## src/rtl/timer_digit_entry.sv

```systemverilog
// timer_digit_entry
//   Keypad digit accumulator for the microwave timer-entry path. Each key
//   press from the 10-key priority encoder is synchronised and debounced. One
//   digit is accepted per press and shifted right-to-left into a 4-digit MM:SS
//   BCD entry register.
//
// Parameters
//   DEBOUNCE_CYCLES  stable synchronised samples needed to accept a press and
//                    to accept a release (1..255)
//
// Ports
//   clk          system clock, rising edge
//   rst          asynchronous active-high reset
//   digit[3:0]   BCD key code from the encoder (may be asynchronous)
//   key_n        encoder Cn, 0 = key pressed (may be asynchronous)
//   clear        synchronous clear of the entry (cancel key)
//   lock         oven running; key entry inhibited
//   min_tens, min_ones, sec_tens, sec_ones [3:0]  entry register, BCD
//   digit_count[2:0]  digits entered, 0..4
//   entry_valid  high when digit_count != 0
//   key_ack      one-cycle pulse per accepted digit
//   key_err      one-cycle pulse per rejected press
//
// Build option
//   SEC_RANGE_CHECK_EN  when defined, an accept that would move a sec_ones
//                       value above 5 into sec_tens is rejected with key_err.
//                       This keeps the seconds field within 00..59.
module timer_digit_entry #(
  parameter int DEBOUNCE_CYCLES = 4
) (
  input  logic       clk,
  input  logic       rst,
  input  logic [3:0] digit,
  input  logic       key_n,
  input  logic       clear,
  input  logic       lock,
  output logic [3:0] min_tens,
  output logic [3:0] min_ones,
  output logic [3:0] sec_tens,
  output logic [3:0] sec_ones,
  output logic [2:0] digit_count,
  output logic       entry_valid,
  output logic       key_ack,
  output logic       key_err
);

  localparam logic [7:0] CNT_LAST  = 8'(DEBOUNCE_CYCLES - 1);
  localparam bit         ONE_CYCLE = (DEBOUNCE_CYCLES == 1);
`ifdef SEC_RANGE_CHECK_EN
  localparam bit         RANGE_EN  = 1'b1;
`else
  localparam bit         RANGE_EN  = 1'b0;
`endif

  typedef enum logic [1:0] {IDLE, DEBOUNCE, ACCEPT, RELEASE} state_t;

  state_t     state;
  logic [7:0] cnt;
  logic [3:0] cand;
  logic       kn_p0, kn_s;
  logic [3:0] dg_p0, dg_s;
  logic       range_fail;

  // An accepted digit moves sec_ones into sec_tens; that digit must be 0..5.
  assign range_fail  = RANGE_EN && (digit_count != 3'd0) && (sec_ones > 4'd5);
  assign entry_valid = (digit_count != 3'd0);

  // Stage p0 -> s: two-flop synchroniser for the asynchronous encoder lines.
  always_ff @(posedge clk or posedge rst) begin
    if (rst) begin
      kn_p0 <= 1'b1;
      kn_s  <= 1'b1;
      dg_p0 <= 4'd0;
      dg_s  <= 4'd0;
    end else begin
      kn_p0 <= key_n;
      kn_s  <= kn_p0;
      dg_p0 <= digit;
      dg_s  <= dg_p0;
    end
  end

  // Debounce FSM and entry register, fed only by the synchronised lines.
  always_ff @(posedge clk or posedge rst) begin
    if (rst) begin
      state       <= IDLE;
      cnt         <= 8'd0;
      cand        <= 4'd0;
      min_tens    <= 4'd0;
      min_ones    <= 4'd0;
      sec_tens    <= 4'd0;
      sec_ones    <= 4'd0;
      digit_count <= 3'd0;
      key_ack     <= 1'b0;
      key_err     <= 1'b0;
    end else begin
      key_ack <= 1'b0;
      key_err <= 1'b0;
      if (clear) begin
        // Parking in RELEASE means a key held through clear must be lifted
        // before it can count again.
        min_tens    <= 4'd0;
        min_ones    <= 4'd0;
        sec_tens    <= 4'd0;
        sec_ones    <= 4'd0;
        digit_count <= 3'd0;
        state       <= RELEASE;
        cnt         <= 8'd0;
      end else begin
        case (state)
          IDLE: begin
            if (!kn_s) begin
              cand  <= dg_s;
              cnt   <= 8'd1;
              state <= ONE_CYCLE ? ACCEPT : DEBOUNCE;
            end
          end
          DEBOUNCE: begin
            if (kn_s || (dg_s != cand)) begin
              state <= IDLE;
              cnt   <= 8'd0;
            end else begin
              cnt <= cnt + 8'd1;
              if (cnt >= CNT_LAST) state <= ACCEPT;
            end
          end
          ACCEPT: begin
            state <= RELEASE;
            cnt   <= 8'd0;
            if (!lock) begin
              if ((cand > 4'd9) || (digit_count == 3'd4) || range_fail) begin
                key_err <= 1'b1;
              end else begin
                min_tens    <= min_ones;
                min_ones    <= sec_tens;
                sec_tens    <= sec_ones;
                sec_ones    <= cand;
                digit_count <= digit_count + 3'd1;
                key_ack     <= 1'b1;
              end
            end
          end
          RELEASE: begin
            // Only an unbroken run of released samples returns to IDLE.
            if (!kn_s) begin
              cnt <= 8'd0;
            end else if (cnt >= CNT_LAST) begin
              state <= IDLE;
              cnt   <= 8'd0;
            end else begin
              cnt <= cnt + 8'd1;
            end
          end
          default: begin
            state <= IDLE;
            cnt   <= 8'd0;
          end
        endcase
      end
    end
  end

endmodule

```

## config.mk

```make
export PLATFORM = sky130hd
export DESIGN_NAME = timer_digit_entry
export DESIGN_NICKNAME = d
export VERILOG_FILES = /design/src/rtl/timer_digit_entry.sv
export SDC_FILE = /design/constraint.sdc
export NUM_CORES = 1
export LEC_CHECK = 0
export BUFFER_PORTS_ARGS = -buffer_cell sky130_fd_sc_hd__buf_2
export CAP_MARGIN = 0
export CORE_UTILIZATION = 53
export CTS_CLUSTER_SIZE = 10
export DETAILED_ROUTE_END_ITERATION = 8
export GPL_TIMING_DRIVEN = 0
export PLACE_DENSITY = 0.74
export REMOVE_ABC_BUFFERS = 1
export SETUP_SLACK_MARGIN = 0.02
export SLEW_MARGIN = 0
export SYNTH_ARGS = -nofsm -noshare
export SYNTH_HDL_FRONTEND = slang
export SYNTH_SLANG_ARGS = --single-unit
```

## constraint.sdc

```tcl
create_clock -name clk -period 1.9 [get_ports clk]
set_input_delay 0.095 -clock clk [delete_from_list [all_inputs] [get_ports clk]]
set_output_delay 0.095 -clock clk [all_outputs]
set_load 0.02 [all_outputs]
```

# Word level (Yosys, flattened, before mapping)

Index checks and enable logic that the tools add are counted.

Flip-flop bits (word level): 45
Bits of input ports: 9
Word-level logic and storage cells: 80
Output and inout bits: 22

Bitwise logic cells: 2
Eq/ne operators: 11
Mux-type cells: 41
Reduce and logical (&&, ||, !) cells: 8
Add/sub/neg operators: 2
Order comparisons: 2

Operator list:

| cell                                                 | number |
|---|---|
| 2-to-1 mux 4 bit                                     | 16 |
| 2-to-1 mux 8 bit                                     | 5 |
| case mux 8 bit (4 select lines)                      | 1 |
| 2-to-1 mux 2 bit                                     | 6 |
| 2-to-1 mux 3 bit                                     | 4 |
| != test 3 bit (second input constant)                | 3 |
| adder 8 x 1 -> 8 bit (second input constant)         | 1 |
| >= comparator 8 x 2 -> 1 bit (second input constant) | 1 |
| 2-to-1 mux 1 bit                                     | 8 |
| case mux 2 bit (4 select lines)                      | 1 |
| AND reduction 3 bit                                  | 2 |
| == test 2 bit (second input constant)                | 2 |
| > comparator 4 bit (second input constant)           | 1 |
| != test 2 bit (second input constant)                | 2 |
| != test 4 bit                                        | 1 |
| != test 4 bit (second input constant)                | 1 |
| AND reduction 4 bit                                  | 1 |
| adder 3 x 1 -> 3 bit (second input constant)         | 1 |
| == test 3 bit (second input constant)                | 1 |
| nonzero test 3 bit                                   | 1 |
| == test 2 x 1 -> 1 bit (second input constant)       | 1 |
| zero test 2 bit                                      | 1 |
| logical OR 1 bit                                     | 2 |
| inverter 1 bit                                       | 2 |
| nonzero test 2 bit                                   | 1 |

# Logic depth before layout (Yosys ltp)

Gate-level depths: netlist (run 1).

Word-level depth: 6
Depth in mapped cells: 8
Mapped depth without buffers: 6

# Worst setup path after synthesis (run 1)

OpenSTA, ideal clock, no wires.

Path kind: flip-flop to flip-flop
Start: register digit_count[0]
End: register digit_count[1]
Cell stages (with the launch flop): 9
Path buffers: 2
Required time: 1768 ps
Library setup time: 132 ps
Path slack: 321 ps
Data arrival time: 1447 ps
Clock period less this slack: 1579 ps
Path through: dfrtp_1 inv_1 ha_1 nand2_1 nand3_1 buf_4 buf_6 mux2i_1 nor2_1

Longest elaborated chain between the ends: 5
Elaborated cells between the ends (all ways): 9
Those cells by class: 1 x add/sub; 2 x eq/ne; 4 x mux; 2 x reduce/logical

Ends and longest elaborated chain:

| what                     | line | text |
|---|---|---|
| start: declaration       | 41   | `output logic [2:0] digit_count,` |
| start signal: assignment | 138  | `digit_count <= digit_count + 3'd1;` |
| adder 3 x 1 -> 3 bit     | 138  |  |
| 2-to-1 mux 3 bit         | 131  | `if ((cand > 4'd9) \|\| (digit_count == 3'd4) \|\| range_fail) begin` |
| 2-to-1 mux 3 bit         | 130  | `if (!lock) begin` |
| 2-to-1 mux 3 bit         | 110  | `case (state)` |
| 2-to-1 mux 3 bit         | 99   | `if (clear) begin` |

Several ways; a longest one is shown, not always the timed one. The select of a mux whose other input is x is not followed.
A chain may end at the register's enable or synchronous reset.

# Final worst setup path (run 1)

Start: register cnt[0]
End: register cnt[1]

Longest elaborated chain between the ends: 5
Elaborated cells between the ends (all ways): 7
Those cells by class: 1 x add/sub; 1 x order compare; 5 x mux

Ends and longest elaborated chain:

| what                                                                 | line          | text |
|---|---|---|
| start: declaration                                                   | 58            | `logic [7:0] cnt;` |
| start signal: assignment                                             | 123           | `cnt <= cnt + 8'd1;` |
| start signal: assignment                                             | 151           | `cnt <= cnt + 8'd1;` |
| adder 8 x 1 -> 8 bit or >= comparator 8 x 2 -> 1 bit (tied branches) | 123, 151, 147 |  |
| 2-to-1 mux 8 bit                                                     | 147           | `end else if (cnt >= CNT_LAST) begin` |
| 2-to-1 mux 8 bit                                                     | 145           | `if (!kn_s) begin` |
| case mux 8 bit (4 select lines) (*)                                  | 110           |  |
| 2-to-1 mux 8 bit (*)                                                 | 99            |  |

Mark *: on every way between the ends. The rest lies on a longest branch, timed or not.

==> flow_summary_export.csv, run 1 <==
group,metric,value,unit
floorplanning,core-area,0.00347,mm^2
sta,finalClockSkew,0.00575,ns
global_route,grt_max_degree,46,
sta,setup_tns,0,ns
floorplanning,dieArea,0.00400,mm^2
worst_setup_path,critPathRequiredTime,2.13,ns
floorplanning,die_w,63.2,um
global_route,grt_first_pass_wirelength,5980,um
synthesis,netlist-cell-type-count,41,
sta,layout_setup_ws,0.141,ns
worst_setup_path,ff2ff_setup_slack,0.14,ns
final_layout,num_antenna_cells,0,
sta,fmax,568,MHz
sta,slew_headroom,40.8,%
global_route,grt-ovfl-total,0,
worst_setup_path,cp_max_fo,6,
sta,final.min_clock_period,1.76,ns
routing,viasPerCell,5.41,
worst_setup_path,cp-start-kind,"flip-flop",
clocking,cts_tree,"yes",
synthesis,ys_seq_area_share,56.8,%
worst_setup_path,critical_path_arrival,1.99,ns
status,violations,"negative hold slack",
final_layout,layout-drive-gt1-share,26.4,%
sta,fin_crit_sh,92.6,%
global_route,antenna_found_initial,0,
sta,hold_ws,-0.0137,ns
power,p_per_area,756,mW/mm^2
placed_design,io_buffer_count,30,
final_layout,area_growth_syn_to_layout,16.9,%
clocking,cts.sinks,45,
worst_setup_path,r2r-start,"cnt[0]",
placed_design,hpwl,2320,um
worst_setup_path,critPathKind,"reg2reg",
hold_path,min_path_type,"in2async",
sta,rsz0062_at_grt,"false",
clocking,postCtsSetupBuffers,0,
floorplanning,initial_utilization,57.3,%
placed_design,placed_area,0.00215,mm^2
global_route,first_global_vias,1426,
global_route,track_usage,19.4,%
clocking,root_buffer,"clkbuf_8",
worst_setup_path,timing.rr.end,"cnt[1]",
floorplanning,rows,21,
power,vdd_drop_max,519,uV
clocking,clk_pin_slew,0.08,ns
clocking,cts_buffer_depth,2,
sta,setup_viol,0,
sta,hold_viol_final,43,
floorplanning,die_y,63.2,um
synthesis,ys_ff_latch,45,
sta,finalMaxSlewViolations,0,
synthesis,async_flop_share,100,%
run,drv_cap,0,
routing,drt_iter0_drc,61,
power,finalPower,1760,uW
clocking,clkLatencyLatePin,0.30,ns
placed_design,pre_cts_slack,-0.460,ns
floorplanning,ios,31,
sta,worst_pin_slew,0.887,ns
worst_setup_path,endpoint_kind,"flip-flop",
synthesis,synthFlopType,"dfrtp_1",
routing,antenna_left,0,
power,p_leak,0.00124,uW
clocking,cts_buffers,5,
placed_design,gp_congestion,0.848,
routing,drt-total-wl,3350,um
final_layout,nets,219,
synthesis,synth-edff-count,0,
worst_setup_path,r2r_cells,6,
synthesis,synth_warnings,0,
routing,vias,1374,
synthesis,syn-cell-area,0.00199,mm^2
synthesis,synth_cells,172,
routing,wl_per_cell,13.2,um
status,status,"finished with violations",
final_layout,postLayoutCellArea,0.00232,mm^2
routing,dr.pass1.iters,4,
clocking,htreeDepth,2,
synthesis,syn_avg_cell_area,11.6,um^2
routing,route.detailed.drc,0,
## layer usage
layer  global-route usage (%)  wire length, um
met1                     22.2             1460
met4                     6.53               43
met2                     34.3             1660
met5                        0                0
met3                     6.16              185
## layout make-up
cell class | count | area [um^2]
multi-input combinational | 111 | 793
clock inverter | 2 | 38.8
clock buffer | 6 | 72.6
fill | 290 | 1140
sequential | 45 | 1130
timing repair buffer | 35 | 200
tap | 46 | 57.6
inverter | 9 | 33.8
## cell usage after synthesis, drive strengths merged (3+ instances only)
library cell / count / share of area (%)
mux2i: 17 / 8.6
buf: 4 / 1.7
nor3: 5 / 1.3
nand2: 9 / 1.8
xor2: 5 / 2.2
ha: 3 / 1.9
mux2: 4 / 2.3
clkbuf: 3 / 0.57
nand3: 6 / 1.5
dfrtp: 43 / 54
o21ai: 5 / 1.3
a21oi: 4 / 1.0
nor4: 3 / 2.3
a22o: 3 / 1.3
inv: 9 / 1.7
nor2: 24 / 4.5
## worst max path at each step
stage                   start             end  slack, ns
6_report               cnt[0]          cnt[1]       0.14
5_1_grt                cnt[0]          cnt[1]       0.02
4_1_cts               cand[1]     sec_tens[1]       0.05
3_5_place_dp          cand[1]     sec_tens[1]      -0.46
3_3_place_gp          cand[1]  digit_count[0]      -0.39
2_1_floorplan  digit_count[0]  digit_count[0]      -0.12
## worst max-delay path: stages (launching register included)
cell and delay, ns:
dfrtp_1 0.42, ha_1 0.30, nor4_4 0.24, nand2_2 0.12
o2bb2ai_2 0.26, and2_4 0.21, a22o_1 0.15
## cells in the final DEF (no fill, tap or decap), types with 2 or more instances in the layout
cell	instances
a22o_1	3
dlygate4sd3_1	5
mux2i_1	17
dfrtp_1	43
xor2_1	5
a21oi_1	4
nand2b_1	2
nor4_2	2
ha_1	3
nor2_1	24
o21ai_1	4
inv_2	2
clkbuf_8	5
dfstp_2	2
mux2_2	4
nand3_1	5
inv_1	7
a31oi_1	2
nand2_1	8
nor3_1	5
xnor2_1	2
buf_2	30
nor2b_1	2
## metrics by stage
step | std cells | utilization (%)
2_1_floorplan | 165 | -
3_3_place_gp | 241 | 62.0
3_5_place_dp | 241 | 62.0
4_1_cts | 254 | 67.0
5_1_grt | 254 | 67.0
6_report | 254 | 67.0
## sequential cells by signal (all words and copies together) (netlist names), 2 cells and up
| signal | cells |
|---|---|
| cand | 4 |
| dg_s | 4 |
| cnt | 8 |
| min_ones | 4 |
| dg_p0 | 4 |
| state | 2 |
| min_tens | 4 |
| sec_tens | 4 |
| digit_count | 3 |
| sec_ones | 4 |
## logic make-up after synthesis
| kind of cell | count (synthesis) | share of synthesized area [%] |
|---|---|---|
| XOR/XNOR | 7 | 3.08 |
| multiplexers | 21 | 10.8 |
| AND/OR/NAND/NOR | 59 | 16.0 |
| buffers and inverters | 16 | 3.96 |
| adder cells (fa/ha/maj) | 3 | 1.89 |
| flip-flops | 45 | 56.8 |
| AO/OA/AOI/OAI | 21 | 7.43 |
## power by group
group          internal [uW]  total [uW]  switching [uW]
registers                972         983            10.4
clock network            394         705             311
logic                   25.0        69.4            44.4
## repair_timing
item	4_1_cts	5_1_grt
resized for setup	2	1
endpoints found under the setup margin	19	18
hold endpoints to repair	5	0
hold buffers	5	0
Note: power is estimated with default switching activity, not from simulation.
==> run 2, diff against run 1 <==
PLACE_DENSITY = 0.81   (was 0.74)
==> run 2 against run 1 <==
Against the previous run:
- the run still ends with negative hold slack left
- wire length rose by 1.6%
- highest routed layer unchanged
- non-clock buffer count did not move
- sequential share of layout area rose by 0.42 points
- die area did not move
- critical path type unchanged
- clock power fell by 19%
- critical endpoint unchanged
==> flow_summary_export.csv, run 2 (synthesis results as in run 1) <==
group,metric,value,unit
status,status,"finished with violations",
status,violations,"negative hold slack",
final_layout,layout_commonest_cell,"dfrtp_1",
final_layout,fin_cells,254,
final_layout,layout.cells.most_common_list,"dfrtp_1 (43), buf_2 (30), nor2_1 (24)",
floorplanning,dieArea,0.00400,mm^2
routing,viasPerCell,5.49,
global_route,track_usage,19.4,%
power,finalPower,1630,uW
power,swShare,22.7,%
worst_setup_path,cp_cell_sequence,"ha_1 -> nor4_4 -> nand2_2 -> o2bb2ai_2 -> and2_4 -> a22o_1",
placed_design,dp_cells,241,
sta,finalClockSkew,0.00772,ns
power,p_clk_share,35.3,%
final_layout,nets,219,
sta,worst_pin_slew,0.885,ns
worst_setup_path,critical_path_arrival,2.00,ns
global_route,antenna_found_initial,0,
routing,drt_iter0_drc,54,
routing,dr.pass1.iters,4,
routing,vias,1395,
sta,setup_viol,0,
power,p_leak,0.00123,uW
sta,fin_crit_sh,93.2,%
floorplanning,die_w,63.2,um
power,p_per_area,706,mW/mm^2
global_route,grt_max_degree,46,
placed_design,placed_area,0.00215,mm^2
routing,wl_per_cell,13.4,um
floorplanning,die_y,63.2,um
clocking,clkLatencyLatePin,0.30,ns
placed_design,io_buffer_count,30,
worst_setup_path,cp_max_fo,6,
worst_setup_path,ff2ff_setup_slack,0.13,ns
global_route,grt_first_pass_wirelength,5860,um
final_layout,top_register,"cnt",
power,p_int,1260,uW
floorplanning,rows,21,
power,power.switching,369,uW
sta,hold_ws,-0.0179,ns
worst_setup_path,cp-start-kind,"flip-flop",
sta,rsz0062_at_grt,"false",
final_layout,fillers,274,
sta,final.min_clock_period,1.77,ns
routing,antenna_left,0,
final_layout,largest_reg_flops,8,
clocking,cts_buffer_depth,2,
floorplanning,ios,31,
worst_setup_path,critPathSlowestCell,"dfrtp_1",
global_route,grt-ovfl-total,0,
clocking,cts_buffers,5,
final_layout,postLayoutCellArea,0.00230,mm^2
routing,route.detailed.drc,0,
placed_design,gp_congestion,0.827,
sta,hold_viol_final,43,
sta,finalMaxSlewViolations,0,
worst_setup_path,endpoint_kind,"flip-flop",
run,drv_cap,0,
clocking,clk_pin_slew,0.08,ns
clocking,cts_tree,"yes",
clocking,root_buffer,"clkbuf_8",
sta,fmax,565,MHz
floorplanning,core-area,0.00347,mm^2
power,sequentialPowerShare,60.4,%
final_layout,num_antenna_cells,0,
worst_setup_path,max_stage_delay,0.42,ns
worst_setup_path,timing.rr.end,"cnt[1]",
worst_setup_path,critPathRequiredTime,2.13,ns
worst_setup_path,r2r_cells,6,
global_route,first_global_vias,1313,
worst_setup_path,critPathKind,"reg2reg",
routing,drt-total-wl,3400,um
worst_setup_path,r2r-start,"cnt[0]",
placed_design,hpwl,2420,um
floorplanning,initial_utilization,57.3,%
final_layout,layout-drive-gt1-share,26.9,%
clocking,cts.sinks,45,
power,vdd_drop_max,660,uV
power,comb_power_share,4.3,%
final_layout,area_growth_syn_to_layout,15.9,%
clocking,htreeDepth,2,
sta,slew_headroom,40.9,%
hold_path,min_path_type,"in2async",
[run 2: cell count changes in the layout (fill, tap and decap cells not counted), sizes merged]
cell / before / now
clkinv: 1 / 3
bufinv: 1 / 0
clkbuf: 6 / 5
[run 2: final cells by class]
cell class | count | area [um^2] | share of cell area (%)
clock inverters | 3 | 22.5 | 0.977
clock buffers | 5 | 68.8 | 2.99
flip-flops and latches | 45 | 1130 | 49.0
multi-input cells | 111 | 793 | 34.4
well taps | 46 | 57.6 | 2.50
repair buffers | 35 | 200 | 8.69
inverters | 9 | 33.8 | 1.47
[run 2: timing repair]
| action | in CTS | in global routing |
|---|---|---|
| endpoints found under the setup margin | 19 | 18 |
| hold buffers | 5 | 0 |
| endpoints found under the hold margin | 5 | 0 |
| gates resized for setup | 2 | 1 |
| setup buffers | 0 | 0 |
[run 2: metrics by stage]
step	setup WS, ns	util, %	setup TNS [ns]
after floorplan	-0.120	-	-1.58
after global placement	-0.356	62.0	-5.82
after detailed placement	-0.478	62.0	-7.17
after CTS	0.0268	66.5	0
after global routing	0.0510	66.5	0
final	0.130	66.5	0
[run 2: worst max-delay path, delay by kind of cell (launching register included)]
family                     cells  cell delay, ns
adders and majority gates      1            0.28
DFF                            1            0.42
AOI/OAI and AO/OA              2            0.43
and+or+nand+nor                3            0.57
[run 2: power groups by stage]
| stage | Combinational (uW) | Clock (uW) | Sequential (uW) |
|---|---|---|---|
| 6_report | 69.4 | 574 | 983 |
| 5_1_grt | 77.5 | 633 | 985 |
| 3_5_place_dp | 63.0 | 0 | 1000 |
| 3_3_place_gp | 60.0 | 0 | 1000 |
| 4_1_cts | 70.8 | 595 | 983 |
| 2_1_floorplan | 36.7 | 0 | 999 |
[run 2: metal layers]
metal  routed length (um)  track usage, %  up-vias
met2                 1670            31.9       44
met5                    0               0        -
li1                     -               -      660
met3                  157            5.43        8
met4                   91            10.5        0
met1                 1480            23.1      683
[run 2: worst max path at each step]
| stage | start | to | slack, ns | cells past startpoint |
|---|---|---|---|---|
| floorplan | digit_count[0] | digit_count[0] | -0.12 | 6 |
| global placement | cand[1] | digit_count[0] | -0.36 | 4 |
| detailed placement | cand[1] | min_tens[1] | -0.48 | 4 |
| CTS | cand[1] | min_tens[1] | 0.03 | 4 |
| global route | state[1] | min_tens[1] | 0.05 | 4 |
| finish | cnt[0] | cnt[1] | 0.13 | 6 |
